[src/rtl/risc_pkg.sv]
// Shared constants for the Simple-RISC control path:
// ISA opcodes, sequencer phase numbers and field widths.
package risc_pkg;

  localparam int OPW = 3;
  localparam int PHW = 3;

  localparam logic [OPW-1:0] OP_HLT = 3'd0;
  localparam logic [OPW-1:0] OP_SKZ = 3'd1;
  localparam logic [OPW-1:0] OP_ADD = 3'd2;
  localparam logic [OPW-1:0] OP_AND = 3'd3;
  localparam logic [OPW-1:0] OP_XOR = 3'd4;
  localparam logic [OPW-1:0] OP_LDA = 3'd5;
  localparam logic [OPW-1:0] OP_STO = 3'd6;
  localparam logic [OPW-1:0] OP_JMP = 3'd7;

  localparam logic [PHW-1:0] PH_INST_ADDR  = 3'd0;
  localparam logic [PHW-1:0] PH_INST_FETCH = 3'd1;
  localparam logic [PHW-1:0] PH_INST_LOAD  = 3'd2;
  localparam logic [PHW-1:0] PH_IDLE       = 3'd3;
  localparam logic [PHW-1:0] PH_OP_ADDR    = 3'd4;
  localparam logic [PHW-1:0] PH_OP_FETCH   = 3'd5;
  localparam logic [PHW-1:0] PH_ALU_OP     = 3'd6;
  localparam logic [PHW-1:0] PH_STORE      = 3'd7;

endpackage

[src/rtl/phase_counter.sv]
// Free-running phase counter with enable;
// wraps naturally at 2**W, cleared asynchronously.
module phase_counter
  import risc_pkg::*;
#(
  parameter int W = PHW
) (
  input  logic         clk,
  input  logic         rst,
  input  logic         en,
  output logic [W-1:0] count
);

  always_ff @(posedge clk or negedge rst) begin
    if (!rst) begin
      count <= '0;
    end else if (en) begin
      count <= count + 1'b1;
    end
  end

endmodule

[src/rtl/control_sequencer.sv]
// Eight-phase instruction sequencer: phase counter,
// sticky halt flag and per-phase datapath control decode.
module control_sequencer
  import risc_pkg::*;
#(
  parameter int OPW = risc_pkg::OPW,
  parameter int PHW = risc_pkg::PHW
) (
  input  logic           clk,
  input  logic           rst,
  input  logic           step_en,
  input  logic [OPW-1:0] opcode,
  input  logic           zero,
  output logic           sel,
  output logic           rd,
  output logic           wr,
  output logic           ld_ir,
  output logic           inc_pc,
  output logic           ld_pc,
  output logic           ld_ac,
  output logic           data_e,
  output logic           halt,
  output logic [PHW-1:0] phase
);

  logic halted;
  logic adv;
  logic hlt_now;
  logic is_hlt;
  logic is_skz;
  logic is_sto;
  logic is_jmp;
  logic alu_op;
  logic op_ok;

  // op_ok stays low for an unresolvable opcode
  always_comb begin
    is_hlt = 1'b0;
    is_skz = 1'b0;
    is_sto = 1'b0;
    is_jmp = 1'b0;
    alu_op = 1'b0;
    op_ok  = 1'b1;
    case (opcode)
      OP_HLT: is_hlt = 1'b1;
      OP_SKZ: is_skz = 1'b1;
      OP_ADD: alu_op = 1'b1;
      OP_AND: alu_op = 1'b1;
      OP_XOR: alu_op = 1'b1;
      OP_LDA: alu_op = 1'b1;
      OP_STO: is_sto = 1'b1;
      OP_JMP: is_jmp = 1'b1;
      default: op_ok = 1'b0;
    endcase
  end

  assign hlt_now = (phase == PH_OP_ADDR) && is_hlt;
  assign adv     = step_en && !halted && !hlt_now;

  phase_counter #(
    .W(PHW)
  ) u_phase (
    .clk  (clk),
    .rst  (rst),
    .en   (adv),
    .count(phase)
  );

  always_ff @(posedge clk or negedge rst) begin
    if (!rst) begin
      halted <= 1'b0;
    end else if (step_en && hlt_now) begin
      halted <= 1'b1;
    end
  end

  assign halt = halted || hlt_now;

  always_comb begin
    sel    = 1'b0;
    rd     = 1'b0;
    wr     = 1'b0;
    ld_ir  = 1'b0;
    inc_pc = 1'b0;
    ld_pc  = 1'b0;
    ld_ac  = 1'b0;
    data_e = 1'b0;
    if (!halted) begin
      unique case (phase)
        PH_INST_ADDR: sel = 1'b1;
        PH_INST_FETCH: begin
          sel = 1'b1;
          rd  = 1'b1;
        end
        PH_INST_LOAD, PH_IDLE: begin
          sel   = 1'b1;
          rd    = 1'b1;
          ld_ir = 1'b1;
        end
        PH_OP_ADDR: inc_pc = op_ok;
        PH_OP_FETCH: rd = alu_op;
        PH_ALU_OP: begin
          rd     = alu_op;
          inc_pc = is_skz && zero;
          ld_pc  = is_jmp;
          data_e = is_sto;
        end
        PH_STORE: begin
          rd     = alu_op;
          ld_ac  = alu_op;
          inc_pc = is_jmp;
          ld_pc  = is_jmp;
          wr     = is_sto;
          data_e = is_sto;
        end
        default: ;
      endcase
    end
  end

endmodule

[config.mk]
export PLATFORM = sky130hd
export DESIGN_NAME = control_sequencer
export DESIGN_NICKNAME = d
export VERILOG_FILES = /design/src/rtl/risc_pkg.sv /design/src/rtl/phase_counter.sv /design/src/rtl/control_sequencer.sv
export SDC_FILE = /design/constraint.sdc
export NUM_CORES = 1
export LEC_CHECK = 0
export BUFFER_PORTS_ARGS = -buffer_cell sky130_fd_sc_hd__buf_2
export CORE_AREA = 2 2 39 41
export CTS_CLUSTER_DIAMETER = 30
export CTS_CLUSTER_SIZE = 10
export DETAILED_ROUTE_END_ITERATION = 8
export DIE_AREA = 0 0 41 43
export SKIP_LAST_GASP = 1
export SYNTH_ARGS = -nofsm -noshare
export SYNTH_HDL_FRONTEND = slang
export SYNTH_SLANG_ARGS = --single-unit
[constraint.sdc]
create_clock -name clk -period 3.1 [get_ports clk]
set_input_delay 0.31 -clock clk [delete_from_list [all_inputs] [get_ports clk]]
set_output_delay 0.31 -clock clk [all_outputs]
set_load 0.02 [all_outputs]
Word-level counts from Yosys, hierarchy flattened
Cells that the tools add are included.
{"block": "classes", "n_addsub": 1, "muxes": 21, "reduce_logical": 16, "eq_ne": 14}
{"operator": "3-bit == test, second input constant", "count": 8}
{"operator": "1-bit 2-to-1 mux", "count": 19}
{"operator": "3-bit by 2-bit == test with 1-bit output, second input constant", "count": 4}
{"operator": "4-bit OR reduction", "count": 2}
{"operator": "3-bit by 1-bit == test with 1-bit output, second input constant", "count": 2}
{"operator": "3-bit zero test", "count": 2}
{"operator": "3-bit OR reduction", "count": 2}
{"operator": "1-bit logical AND", "count": 5}
{"operator": "2-bit OR reduction", "count": 2}
{"operator": "3-bit by 1-bit adder with 3-bit output, second input constant", "count": 1}
{"operator": "1-bit one-hot mux with 3 select lines", "count": 1}
{"operator": "1-bit zero test", "count": 2}
{"operator": "1-bit one-hot mux with 2 select lines", "count": 1}
{"operator": "1-bit logical OR", "count": 1}
{"block": "totals", "inputBits": 7, "reg_bits": 4, "word_cells": 54}

Longest topological paths before layout
{"block": "logic_depth", "word_depth": 5, "depth_mapped": 5}

Hierarchy
From an unflattened synthesis, not the netlist that was laid out.
{"block": "unflattened", "hier_cells": 34, "area_unflattened_um2": 304.0}
{"module": "control_sequencer", "n_inst": 1, "cells_each": 26, "seq_area_each_um2": 25.0, "area_each_um2": 180.2}
{"module": "phase_counter", "n_inst": 1, "cells_each": 8, "seq_area_each_um2": 75.1, "area_each_um2": 123.9}

Worst setup path after synthesis
OpenSTA, ideal clock, no wires.
{"block": "synth_timing", "path_type": "register to output", "startpoint": "register u_phase.count[1]", "endpoint": "output port inc_pc", "stages_incl_launch_ff": 6, "path_slack_ns": 1.217, "arrival_ns": 1.573, "path_cell_list": "dfrtp_1 -> ha_1 -> ha_1 -> and3_1 -> a31oi_1 -> o31ai_1"}
{"block": "synth_between", "elab_chain_cells": 3}
{"element": "start, declared", "line_no": "phase_counter.sv:11", "rtl": "output logic [W-1:0] count"}
{"element": "start signal, assigned", "line_no": "phase_counter.sv:18", "rtl": "count <= count + 1'b1;"}
{"element": "3-bit == test", "line_no": "control_sequencer.sv:89", "rtl": "unique case (phase)"}
{"element": "1-bit one-hot mux with 3 select lines *", "line_no": "control_sequencer.sv:89"}
{"element": "1-bit 2-to-1 mux *", "line_no": "control_sequencer.sv:88", "rtl": "if (!halted) begin"}
{"element": "end, declared", "line_no": "control_sequencer.sv:18", "rtl": "output logic inc_pc,"}
Every way passes the cells marked *; elsewhere a longest branch is shown, timed or not.

Worst setup path in the final report
{"block": "layout_timing", "startpoint": "register u_phase.count[1]", "endpoint": "output port halt"}
{"block": "layout_between", "elab_chain_cells": 3}
{"element": "3-bit == test", "line_no": "control_sequencer.sv:57", "rtl": "assign hlt_now = (phase == PH_OP_ADDR) && is_hlt;"}
{"element": "1-bit logical AND", "line_no": "control_sequencer.sv:57"}
{"element": "1-bit logical OR", "line_no": "control_sequencer.sv:77", "rtl": "assign halt = halted || hlt_now;"}
{"element": "end, declared", "line_no": "control_sequencer.sv:22", "rtl": "output logic halt,"}
No other way between the ends.

==> results_tabular.tex <==
\begin{tabular}{lr}
\hline
Metric & Value \\
\hline
\multicolumn{2}{l}{\textbf{Outcome}} \\
\quad Status & complete, no violations \\
\multicolumn{2}{l}{\textbf{Clock tree}} \\
\quad Count of H-tree levels built during CTS & 1 \\
\quad Number of instances resized during post-cts repair & 0 \\
\quad Number of buffers on the longest clock path & 2 \\
\quad TritonCTS clock tree & built \\
\quad Number of buffers inserted for hold repair after clock tree synthesis & 1 \\
\quad Clock insertion delay at the later pin of the skew report & 0.23 ns \\
\quad Cell at the root of the clock tree & clkbuf\_4 \\
\quad Clock sink count & 4 \\
\quad Total clock buffers created by CTS & 3 \\
\quad Post CTS Setup Buffer Count & 0 \\
\quad Post-CTS clock slew at the launch and capture registers of the worst setup and hold paths & 0.04 ns \\
\multicolumn{2}{l}{\textbf{Timing}} \\
\quad Fin worst setup slack & 1.01 ns \\
\quad Post-route fraction of the period consumed by the critical path & 0.675 \\
\quad Setup repair after global routing missed its margin & false \\
\quad Worst-Margin Slew & 0.304 ns \\
\quad Max Fclk & 478 MHz \\
\quad Fin Hold WS & 0.339 ns \\
\quad Post-Route Skew & 0.00314 ns \\
\quad Setup violations, final & 0 \\
\quad Number of pins exceeding their max-slew limit in the final report & 0 \\
\quad Count of final hold-check violations & 0 \\
\quad Worst rel slew slack & 0.797 \\
\quad Total Negative Setup Slacks & 0 ns \\
\quad Minimum period implied by the final worst setup slack & 2.09 ns \\
\multicolumn{2}{l}{\textbf{Die}} \\
\quad Row count & 14 \\
\quad Overall die height & 43 um \\
\quad I/O pin count & 19 \\
\quad Die X-Extent & 41 um \\
\quad Full die area & 1760 um\^{}2 \\
\quad Starting Density & 0.275 \\
\quad Core box area & 1380 um\^{}2 \\
\multicolumn{2}{l}{\textbf{Detailed routing}} \\
\quad Count of antenna-violating nets left after detailed routing & 0 \\
\quad Initial drt markers & 2 \\
\quad 1st-pass router iterations & 2 \\
\quad Routed Wire Length & 833 um \\
\quad Post-route DRC & 0 \\
\quad Per-cell routed wire length & 10.5 um \\
\quad Via-per-instance ratio & 4.63 \\
\quad DR vias & 366 \\
\multicolumn{2}{l}{\textbf{Critical path}} \\
\quad Critical path launch point type & flip-flop \\
\quad Required time at the endpoint of the critical path & 2.79 ns \\
\quad Crit Reg-Reg Startpoint & u\_phase.count[1]\$\_DFFE\_PN0P\_ \\
\quad Worst Path Class, Setup & reg -> out \\
\quad Maximum fanout encountered on the critical timing path & 7 \\
\quad Worst setup path startpoint & u\_phase.count[1]\$\_DFFE\_PN0P\_ \\
\quad CP Capture Type & output pin \\
\quad Signal arrival time at the worst endpoint & 1.78 ns \\
\multicolumn{2}{l}{\textbf{Final layout}} \\
\quad Core Util, Final & 0.378 \\
\quad Layout overhead on the synthesized area & 37.5\% \\
\quad Most common cell after layout, fill and taps aside & buf\_2 \\
\quad Fraction of layout cells with a size suffix above 1 & 0.397 \\
\quad Total Nets Final & 77 \\
\quad FILL cells & 154 \\
\quad Commonest non-fill, non-tap cells in the layout & buf\_2 (18), ha\_1 (5), inv\_1 (4), nor2\_1 (4), dfrtp\_1 (4) \\
\quad Count of placed standard cells in the final layout, fillers left out & 79 \\
\quad Number of diodes added for antenna fixing & 0 \\
\multicolumn{2}{l}{\textbf{Pwr}} \\
\quad Net switching power & 0.000248 W \\
\quad Internal cell power & 0.000248 W \\
\quad Clk pwr share & 0.125 \\
\quad IR drop worst, VDD & 0.319 mV \\
\quad Leakage power of the design & 0.276 nW \\
\quad Fraction of power consumed by sequential logic & 0.263 \\
\quad PwrDens & 948 nW/um\^{}2 \\
\quad Proportion of total power due to net switching & 0.500 \\
\quad Proportion of power drawn by combinational gates & 0.612 \\
\multicolumn{2}{l}{\textbf{Logic synthesis}} \\
\quad Leading register cell type out of synthesis & dfrtp\_1 \\
\quad Cell count after synthesis & 41 \\
\quad Area of the mapped netlist & 380 um\^{}2 \\
\quad Number of enable flip-flop cells after synthesis & 0 \\
\quad Post-synth cell types & 22 \\
\quad Cell taking the most area after synthesis & dfrtp\_1 \\
\quad Most area-consuming cells after synthesis & dfrtp\_1 (26\%), ha\_1 (16\%), o41ai\_4 (7.2\%), xnor2\_1 (4.6\%), nor3\_1 (3.9\%) \\
\quad Post-synthesis average cell area & 9.28 um\^{}2 \\
\quad Sequential area share after synthesis & 0.263 \\
\quad Share of flip-flops with an asynchronous set or reset & 1.00 \\
\quad Ys Warns & 0 \\
\quad Area share of the largest cell type after synthesis & 0.263 \\
\quad Synthesized Nets & 53 \\
\quad Register bit count reported by yosys & 4 \\
\multicolumn{2}{l}{\textbf{Worst hold path}} \\
\quad Type of the tightest min-delay check & in -> reg \\
\quad Min-delay src & step\_en \\
\multicolumn{2}{l}{\textbf{Placement}} \\
\quad Instance count after placement with tap cells included & 75 \\
\quad Routability congestion estimate from global placement & 0.672 \\
\quad Detailed-placement wirelength estimate & 691 um \\
\quad Setup Slack @ Placement & 1.25 ns \\
\quad Number of buffers added on ports & 18 \\
\multicolumn{2}{l}{\textbf{Global route}} \\
\quad Number of antenna violations at the first check in global routing & 0 \\
\quad Overall global routing resource usage & 0.104 \\
\quad Via count of the first global-routing pass & 320 \\
\quad Overflow left after global routing & 0 \\
\quad Maximum number of pins on one net before global-route repair & 10 \\
\quad Wire length of the first global-routing pass & 1220 um \\
\multicolumn{2}{l}{\textbf{Run}} \\
\quad Count of maximum capacitance violations & 0 \\
\hline
\end{tabular}
==> per-stage QoR <==
stage | total power, W | cell area [um^2]
3_3_place_gp | 0.000437 | 490
2_1_floorplan | 0.000338 | 380
4_1_cts | 0.000505 | 523
3_5_place_dp | 0.000438 | 490
5_1_grt | 0.000546 | 523
6_report | 0.000496 | 523
==> worst paths after layout <==
kind	cells after the start	end	slack (ns)
setup / recovery	6	halt	1.01
hold / removal	3	halted$_DFFE_PN0P_	0.34
setup reg to reg	5	u_phase.count[1]$_DFFE_PN0P_	1.49
hold reg to reg	1	u_phase.count[0]$_DFFE_PN0P_	0.56
max in group asynchronous	2	u_phase.count[1]$_DFFE_PN0P_	2.57
min in group asynchronous	2	u_phase.count[2]$_DFFE_PN0P_	0.41
==> layout make-up <==
type | instances | area, um^2 | share of cell area
Timing Repair Buffer | 19 | 100 | 0.191
Tap cell | 16 | 20.0 | 0.0383
Clock buffer | 3 | 22.5 | 0.0431
Sequential cell | 4 | 100 | 0.191
Inverter | 4 | 15.0 | 0.0287
Multi-Input combinational cell | 33 | 265 | 0.507
==> sequential cells by signal (all words and copies together), names as in the netlist <==
| name | cells |
|---|---|
| halted | 1 |
| u_phase.count | 3 |
==> worst max-delay path, cell delays in order (launching register included) <==
cell and delay, ns:
dfrtp_1 0.43, inv_1 0.15, ha_1 0.20, nand2_2 0.08, or4_4 0.44, nand2b_1 0.09, buf_2 0.16
==> power groups by stage <==
stage | Combinational (W) | Sequential (W) | Clock (W)
floorplan | 0.000194 | 0.000145 | 0
global placement | 0.000307 | 0.000130 | 0
detailed placement | 0.000306 | 0.000131 | 0
CTS | 0.000308 | 0.000131 | 0.0000663
global route | 0.000338 | 0.000139 | 0.0000682
finish | 0.000303 | 0.000131 | 0.0000619
==> per-layer routing <==
metal / vias to the layer above / routed length, um / share of wire / track usage
met5: - / 0 / 0 / 0
met4: 0 / 0 / 0 / 0.0800
met3: 0 / 84 / 0.10 / 0.0157
met2: 16 / 374 / 0.45 / 0.163
met1: 161 / 374 / 0.45 / 0.117
li1: 189 / - / - / -
==> cell families (layout without fill, tap and decap cells) <==
logic type | Yosys count | count (layout) | share of synthesized area
buffers and inverters | 4 | 26 | 0.0395
AOI/OAI and AO/OA | 6 | 6 | 0.178
adders and majority gates | 5 | 5 | 0.164
DFF | 4 | 4 | 0.263
muxes | 1 | 1 | 0.0296
xor gates and xnor gates | 2 | 2 | 0.0461
and+or+nand+nor | 19 | 19 | 0.280
==> cells in the mapped netlist, types with 2 or more instances <==
cell / instances
nand2_1: 3
xnor2_1: 2
nand2b_1: 2
nor3_1: 3
nor2_1: 4
inv_1: 4
dfrtp_1: 4
ha_1: 5
No activity file was read; power rests on OpenSTA's default activity.
